===== config.mk =====
export PLATFORM = sky130hd
export DESIGN_NAME = instr_fetch_unit
export DESIGN_NICKNAME = d
export VERILOG_FILES = /design/src/rtl/instr_fetch_unit_pkg.sv /design/src/rtl/ifu_pc_reg.sv /design/src/rtl/instr_fetch_unit.sv
export SDC_FILE = /design/constraint.sdc
export NUM_CORES = 1
export LEC_CHECK = 0
export BUFFER_PORTS_ARGS = -buffer_cell sky130_fd_sc_hd__buf_2
export CAP_MARGIN = 20
export CORE_MARGIN = 5
export CORE_UTILIZATION = 27
export DETAILED_ROUTE_END_ITERATION = 8
export PLACE_DENSITY = 0.59
export SETUP_SLACK_MARGIN = 0.1
export SLEW_MARGIN = 20
export SYNTH_ARGS = -nofsm -noshare
export SYNTH_HDL_FRONTEND = slang
export SYNTH_SLANG_ARGS = --single-unit

===== constraint.sdc =====
create_clock -name clk -period 2.45 [get_ports clk]
set_clock_uncertainty 0.15 [all_clocks]
set_input_delay 0.49 -clock clk [delete_from_list [all_inputs] [get_ports clk]]
set_output_delay 0.49 -clock clk [all_outputs]
set_load 0.03 [all_outputs]

===== src/rtl/instr_fetch_unit_pkg.sv =====
// Shared types and constants for the instruction fetch unit.
// Define IFU_STALL_CNT_EN to add the stall/squash counter outputs to instr_fetch_unit.
package instr_fetch_unit_pkg;

    localparam int              WORD_W        = 32;
    localparam logic [WORD_W-1:0] PC_INC_DEF    = 32'd4;
    localparam logic [WORD_W-1:0] PC_ALIGN_MASK = 32'hFFFF_FFFC;

    typedef enum logic [1:0] {
        IDLE  = 2'd0,
        REQ   = 2'd1,
        DRAIN = 2'd2,
        HOLD  = 2'd3
    } ifu_state_t;

    function automatic logic [WORD_W-1:0] align_pc(input logic [WORD_W-1:0] pc);
        return pc & PC_ALIGN_MASK;
    endfunction

endpackage


===== src/rtl/ifu_pc_reg.sv =====
// Fetch PC register: word-aligned redirect load or sequential increment.
// A load always wins over an increment.
module ifu_pc_reg
    import instr_fetch_unit_pkg::*;
#(
    parameter logic [WORD_W-1:0] RESET_PC = 32'h0000_0000,
    parameter logic [WORD_W-1:0] PC_INC   = PC_INC_DEF
) (
    input  logic              clk,
    input  logic              rst_n,
    input  logic              i_load,
    input  logic [WORD_W-1:0] i_load_pc,
    input  logic              i_inc,
    output logic [WORD_W-1:0] o_pc
);

    logic [WORD_W-1:0] r_pc;

    always_ff @(posedge clk or negedge rst_n) begin
        if (!rst_n) begin
            r_pc <= RESET_PC;
        end else if (i_load) begin
            r_pc <= align_pc(i_load_pc);
        end else if (i_inc) begin
            r_pc <= r_pc + PC_INC;
        end
    end

    assign o_pc = r_pc;

endmodule


===== src/rtl/instr_fetch_unit.sv =====
// Instruction fetch unit: issues word reads at the PC and hands fetched words to decode.
// Define IFU_STALL_CNT_EN to add stall_cnt / squash_cnt saturating counters.
module instr_fetch_unit
    import instr_fetch_unit_pkg::*;
#(
    parameter logic [WORD_W-1:0] RESET_PC = 32'h0000_0000,
    parameter logic [WORD_W-1:0] PC_INC   = PC_INC_DEF
) (
    input  logic              clk,
    input  logic              rst_n,
    input  logic              en,
    input  logic              halt,
    output logic              imem_req,
    output logic [WORD_W-1:0] imem_addr,
    input  logic              imem_ready,
    input  logic [WORD_W-1:0] imem_rdata,
    output logic              instr_valid,
    output logic [WORD_W-1:0] instr,
    output logic [WORD_W-1:0] pc_out,
    output logic [WORD_W-1:0] npc_out,
    input  logic              instr_ready,
    input  logic              redirect_valid,
    input  logic [WORD_W-1:0] redirect_pc
`ifdef IFU_STALL_CNT_EN
    ,
    output logic [WORD_W-1:0] stall_cnt,
    output logic [WORD_W-1:0] squash_cnt
`endif
);

    ifu_state_t        r_state;
    logic              r_imem_req;
    logic              r_instr_valid;
    logic [WORD_W-1:0] r_instr;
    logic [WORD_W-1:0] r_pc_out;
    logic [WORD_W-1:0] r_npc_out;
    logic [WORD_W-1:0] r_pend_pc;

    logic              w_load;
    logic              w_inc;
    logic [WORD_W-1:0] w_load_pc;
    logic [WORD_W-1:0] w_pc;

    // The PC only moves when no request is outstanding at the old address.
    always_comb begin
        w_load    = 1'b0;
        w_inc     = 1'b0;
        w_load_pc = redirect_pc;
        case (r_state)
            IDLE:  w_load = redirect_valid;
            REQ:   w_load = redirect_valid && imem_ready;
            DRAIN: begin
                w_load = imem_ready;
                if (!redirect_valid) w_load_pc = r_pend_pc;
            end
            HOLD: begin
                w_load = redirect_valid;
                w_inc  = !redirect_valid && instr_ready;
            end
            default: ;
        endcase
    end

    ifu_pc_reg #(
        .RESET_PC (RESET_PC),
        .PC_INC   (PC_INC)
    ) u_pc_reg (
        .clk       (clk),
        .rst_n     (rst_n),
        .i_load    (w_load),
        .i_load_pc (w_load_pc),
        .i_inc     (w_inc),
        .o_pc      (w_pc)
    );

    always_ff @(posedge clk or negedge rst_n) begin
        if (!rst_n) begin
            r_state       <= IDLE;
            r_imem_req    <= 1'b0;
            r_instr_valid <= 1'b0;
            r_instr       <= '0;
            r_pc_out      <= '0;
            r_npc_out     <= '0;
            r_pend_pc     <= '0;
        end else begin
            case (r_state)
                IDLE: begin
                    if (!redirect_valid && en && !halt) begin
                        r_state    <= REQ;
                        r_imem_req <= 1'b1;
                    end
                end
                REQ: begin
                    if (imem_ready) begin
                        if (!redirect_valid) begin
                            r_instr       <= imem_rdata;
                            r_pc_out      <= w_pc;
                            r_npc_out     <= w_pc + PC_INC;
                            r_state       <= HOLD;
                            r_imem_req    <= 1'b0;
                            r_instr_valid <= 1'b1;
                        end
                    end else if (redirect_valid) begin
                        // Memory still owes us a word at the old address; wait it out.
                        r_pend_pc <= align_pc(redirect_pc);
                        r_state   <= DRAIN;
                    end
                end
                DRAIN: begin
                    if (redirect_valid) r_pend_pc <= align_pc(redirect_pc);
                    if (imem_ready)     r_state   <= REQ;
                end
                HOLD: begin
                    if (redirect_valid) begin
                        r_instr_valid <= 1'b0;
                        r_imem_req    <= 1'b1;
                        r_state       <= REQ;
                    end else if (instr_ready) begin
                        r_instr_valid <= 1'b0;
                        if (halt) begin
                            r_state <= IDLE;
                        end else begin
                            r_imem_req <= 1'b1;
                            r_state    <= REQ;
                        end
                    end
                end
                default: r_state <= IDLE;
            endcase
        end
    end

    assign imem_req    = r_imem_req;
    assign imem_addr   = w_pc;
    assign instr_valid = r_instr_valid;
    assign instr       = r_instr;
    assign pc_out      = r_pc_out;
    assign npc_out     = r_npc_out;

`ifdef IFU_STALL_CNT_EN
    logic [WORD_W-1:0] r_stall_cnt;
    logic [WORD_W-1:0] r_squash_cnt;

    always_ff @(posedge clk or negedge rst_n) begin
        if (!rst_n) begin
            r_stall_cnt  <= '0;
            r_squash_cnt <= '0;
        end else begin
            if ((r_state == REQ || r_state == DRAIN) && r_stall_cnt != '1)
                r_stall_cnt <= r_stall_cnt + 1'b1;
            if (redirect_valid && r_state != IDLE && r_squash_cnt != '1)
                r_squash_cnt <= r_squash_cnt + 1'b1;
        end
    end

    assign stall_cnt  = r_stall_cnt;
    assign squash_cnt = r_squash_cnt;
`endif

endmodule


# Word-level counts from Yosys, hierarchy flattened
# Index checks and enable logic that the tools add are counted.
[op_classes]
addsub = 1
eq_ne = 12
mux = 30
bitwise_logic = 1
reduce_logical = 17
[ops]
columns = ["op", "count"]
rows = [
  ["$mux W32", 6],
  ["$pmux W32 S2", 1],
  ["$add A32 B3 Y32 const B", 1],
  ["$mux W2", 7],
  ["$mux W1", 12],
  ["$ne A3 B3 Y1 const B", 4],
  ["$ne A2 B2 Y1 const B", 5],
  ["$pmux W2 S4", 1],
  ["$pmux W1 S3", 2],
  ["$reduce_and A6 Y1", 1],
  ["$reduce_bool A2 Y1", 3],
  ["$reduce_and A5 Y1", 1],
  ["$eq A2 B2 Y1 const B", 2],
  ["$logic_and A1 B1 Y1", 4],
  ["$reduce_and A4 Y1", 1],
  ["$reduce_and A3 Y1", 1],
  ["$reduce_bool A3 Y1", 1],
  ["$eq A2 B1 Y1 const B", 1],
  ["$logic_not A1 Y1", 2],
  ["$logic_not A2 Y1", 1],
  ["$pmux W1 S2", 1],
  ["$reduce_and A2 Y1", 1],
  ["$reduce_or A2 Y1", 1],
  ["$not A1 Y1", 1],
]
[totals]
register_bits = 164
inputBits = 71

# Depth between registers and ports, before layout
[logic_depth]
word_depth = 5
mapped_depth = 10
mapped_depth_nobuf = 7

# Modules after synthesis
# Synthesis repeated with hierarchy kept, for this count alone.
[unflattened]
hier_cells = 799
area_unflattened_um2 = 7672.4
[by_module_without_submodules]
columns = ["mod", "n_inst", "cells_each", "area_each_um2", "seq_area_each_um2"]
rows = [
  ["instr_fetch_unit", 1, 601, 5920.7, 3203.1],
  ["ifu_pc_reg", 1, 198, 1751.7, 750.7],
]

# Least setup slack after synthesis
# OpenSTA, ideal clock, no wires.
[synth_timing]
path_kind = "register -> register"
from = "reg u_pc_reg.r_pc[21] (netlist: u_pc_reg.o_pc[21])"
to = "reg r_npc_out[31] (netlist: npc_out[31])"
setup_time_ns = 0.076
arrival_time_ns = 2.002
slack_ns = 0.222
stages_incl_launch_ff = 7
period_less_slack_ns = 2.228
path_cell_list = "dfrtp_1 -> buf_4 -> nand4_2 -> or3_1 -> or4b_1 -> xor2_1 -> o21ai_1"
[synth_between]
elab_chain_cells = 1
[synth_rtl]
columns = ["element", "line_no", "source"]
rows = [
  ["start, declared", "ifu_pc_reg.sv:17", "logic [WORD_W-1:0] r_pc;"],
  ["start signal, assigned", "ifu_pc_reg.sv:23", "r_pc <= align_pc(i_load_pc);"],
  ["start signal, assigned", "ifu_pc_reg.sv:25", "r_pc <= r_pc + PC_INC;"],
  ["$add A32 B3 Y32", "instr_fetch_unit.sv:98", "r_npc_out <= w_pc + PC_INC;"],
  ["end signal, assigned", "instr_fetch_unit.sv:98", ""],
  ["end, declared", "instr_fetch_unit.sv:36", "logic [WORD_W-1:0] r_npc_out;"],
]
# Every way passes these cells.
# A chain may end at the register's enable or synchronous reset.

# Worst setup path after layout
[layout_timing]
from = "reg u_pc_reg.r_pc[23] (netlist: u_pc_reg.o_pc[23])"
to = "reg r_npc_out[31] (netlist: npc_out[31])"
# The elaborated chain is that of the path after synthesis.

==> metrics.txt <==
status complete, no violations; sequential power share ~33%; top-area cell type share of the netlist area between 50% and 60%; PnR worst setup slack 0.257 ns; NumNets Final approximately 940; synthesized flop and latch total ~160; Logic pwr share a little under half; number of DRC markers in iteration 0 291; Startpoint Class flop; synthesized area 7430 um2; Starting Density 27.5%; CTS max path bufs 2; Final Non-Filler Cells between 1,000 and 1,500; CTS H-tree lvls 4; Final HPWL DP roughly 16 mm; Setup CP Type flop to flop; pin count of the biggest net entering global routing 52; CTS tree yes; vias in the first global route about 5,600; Layout Area Growth over Synthesis 29.8%; Tot GR Track Use a little over an eighth; Hold Slack roughly 0.14 ns; synth warn 0; Cells after DPL approximately 1,200; Hold Crit Depth 2; Critical Path RT 2.60 ns; switch share about 43%; RSZ-0062 raised after global routing false; GRT overflow 0; CTS clk-pin slew, worst paths 0.07 ns; Synth cell types 49; fmax 0.456 GHz; Synth Instances about 660; drt first pass iters 4; global-route wire length before repair 31.9 mm; pre-CTS setup slack between 0.2 and 0.25 ns; post-synthesis sequential area ratio 52.5%; critical-path maximum fanout 6; max capacitance violation total 0; # DRC 0; CP Capture Type flop; per-cell routed wire length 16.7 um; ys flop type dfrtp_1; setup TNS 0 ns; syn_area_per_cell between 10 and 15 um2; layout cells sized above 1 a little under half; ys async rst share 100%; via count 5,542; Leakage Power ~4.4 nW; row count 60; crit path time final between 2 and 2.5 ns; Die Ht approximately 180 um; CTS root buffer clkbuf_16; IO Port Bufs 192; HP Class input pin to flop; Yosys top cell by area dfrtp_1; Ports 201; Core ar. around 27,000 um2; Worst-Skew Late Latency ~0.43 ns; clock sinks 156; Worst R2R Path Depth 5; worst endpoint data arrival time ~2.3 ns; total die area 30,900 um2; Antenna Nets Post-Route 0; WL final approximately 20 mm; Die X 176 um; initial antenna violation count 19; worst-case vdd ir drop about 0.00056 V; max-slew violation count 0; Post-synth EDFFs 0; setup violators final 0; ranking of synthesized cells by area dfrtp_1, mux2_2, xnor2_1; CTS buffer count 17; fill count 2,729; Final Hold Fails 0; Psw 6.12 mW; vias per cell 4.53; global placement routability congestion ~0.84; Clk pwr share 20.1%; internal power 8.00 mW; Pwr Density roughly 1500 nW/um2; fin crit share about 90%
power by group through the flow:
stage / sequential (mW) / clock (mW) / combinational (mW)
global route: 4.86 / 3.04 / 7.09
detailed placement: 4.72 / 0 / 6.64
CTS: 4.68 / 2.93 / 6.66
global placement: 4.67 / 0 / 6.59
floorplan: 6.52 / 0 / 2.65
finish: 4.69 / 2.84 / 6.59
logic make-up after synthesis:
family                   share of synthesized area [%]
AND/OR/NAND/NOR                                   12.0
flip-flops                                        52.5
multiplexers                                      18.1
AO/OA/AOI/OAI                                     5.84
buffers and inverters                             4.16
XOR/XNOR                                          6.48
adder cells (fa/ha/maj)                          0.842
other                                           0.0505
repair_timing:
item / in CTS / in global routing
endpoints found under the setup margin: 0 / 15
resized for setup: 0 / 2
hold endpoints to repair: 28 / 0
hold buffers: 1 / 0
buffers inserted: 0 / 1
through the flow:
step | util [%] | instance area (um2) | power (mW)
final | 35.7 | 9650 | 14.1
after global routing | 35.7 | 9640 | 15.0
after CTS | 35.6 | 9620 | 14.3
after detailed placement | 33.2 | 8980 | 11.4
after global placement | 33.2 | 8980 | 11.3
after floorplan | - | 7450 | 9.17
synthesized netlist by cell type (5+ instances only):
master / instances
xor2_1: 20
buf_4: 7
nor4_1: 5
nand3_1: 18
nor3_1: 10
xnor2_1: 35
a21oi_1: 15
o21ai_0: 53
buf_2: 11
nand4_1: 13
mux2_2: 114
ha_1: 5
clkbuf_1: 25
dfrtp_1: 156
o21ai_1: 6
inv_1: 10
mux2i_1: 6
nand2_1: 81
nor2_1: 26
sequential cells by signal (all words and copies together) (netlist names):
| signal | flops |
|---|---|
| u_pc_reg.o_pc | 30 |
| pc_out | 30 |
| r_state | 2 |
| r_pend_pc | 30 |
| npc_out | 30 |
| instr | 32 |
| instr_valid | 1 |
| imem_req | 1 |
path summary, 6_finish.rpt:
kind / to / from / slack (ns)
setup reg to reg: npc_out[31]$_DFFE_PN0P_ / u_pc_reg.o_pc[23]$_DFFE_PN0P_ / 0.26
max in group asynchronous: instr[31]$_DFFE_PN0P_ / rst_n / 1.13
hold / removal: instr[27]$_DFFE_PN0P_ / imem_rdata[27] / 0.14
hold reg to reg: npc_out[2]$_DFFE_PN0P_ / npc_out[2]$_DFFE_PN0P_ / 0.33
setup / recovery: npc_out[31]$_DFFE_PN0P_ / u_pc_reg.o_pc[23]$_DFFE_PN0P_ / 0.26
min in group asynchronous: pc_out[11]$_DFFE_PN0P_ / rst_n / 0.37
layer usage:
metal	global-route usage [%]	wire (um)	vias up	part of all wire [%]
li1	-	-	2684	-
met1	16.6	8690	2605	43
met2	20.0	9150	152	45
met3	6.18	1800	67	8.8
met4	5.04	529	34	2.6
met5	0	215	-	1.1
final cells by class:
| type | instances | area (um2) | share of cell area, % |
|---|---|---|---|
| Sequential cell | 156 | 3900 | 40.5 |
| Multi-Input combinational cell | 448 | 3280 | 34.0 |
| Timing Repair Buffer | 234 | 1360 | 14.1 |
| Clock buffer | 19 | 443 | 4.59 |
| Tap cell | 341 | 427 | 4.42 |
| Clock inverter | 13 | 191 | 1.98 |
| Inverter | 10 | 37.5 | 0.389 |
| Antenna cell | 2 | 5.00 | 0.0519 |
worst max-delay path: stages (launching register included):
cell and delay [ns]:
dfrtp_1 0.53, nand4_2 0.17, or3_1 0.44, or4b_1 0.55, xor2_1 0.16, o21ai_1 0.07
layout by cell type (no fill, tap or decap), drive strengths merged, types with 5 or more instances in the layout:
| cell | instances |
|---|---|
| a21oi | 15 |
| o21ai | 59 |
| xor2 | 20 |
| dfrtp | 156 |
| nand2 | 82 |
| nand4 | 15 |
| buf | 233 |
| nor4 | 7 |
| conb | 6 |
| ha | 5 |
| mux2 | 114 |
| clkbuf | 19 |
| inv | 11 |
| nand3 | 19 |
| nor2 | 26 |
| clkinv | 5 |
| nor3 | 10 |
| xnor2 | 35 |
| mux2i | 6 |
No activity file was read; power rests on OpenSTA's default activity.
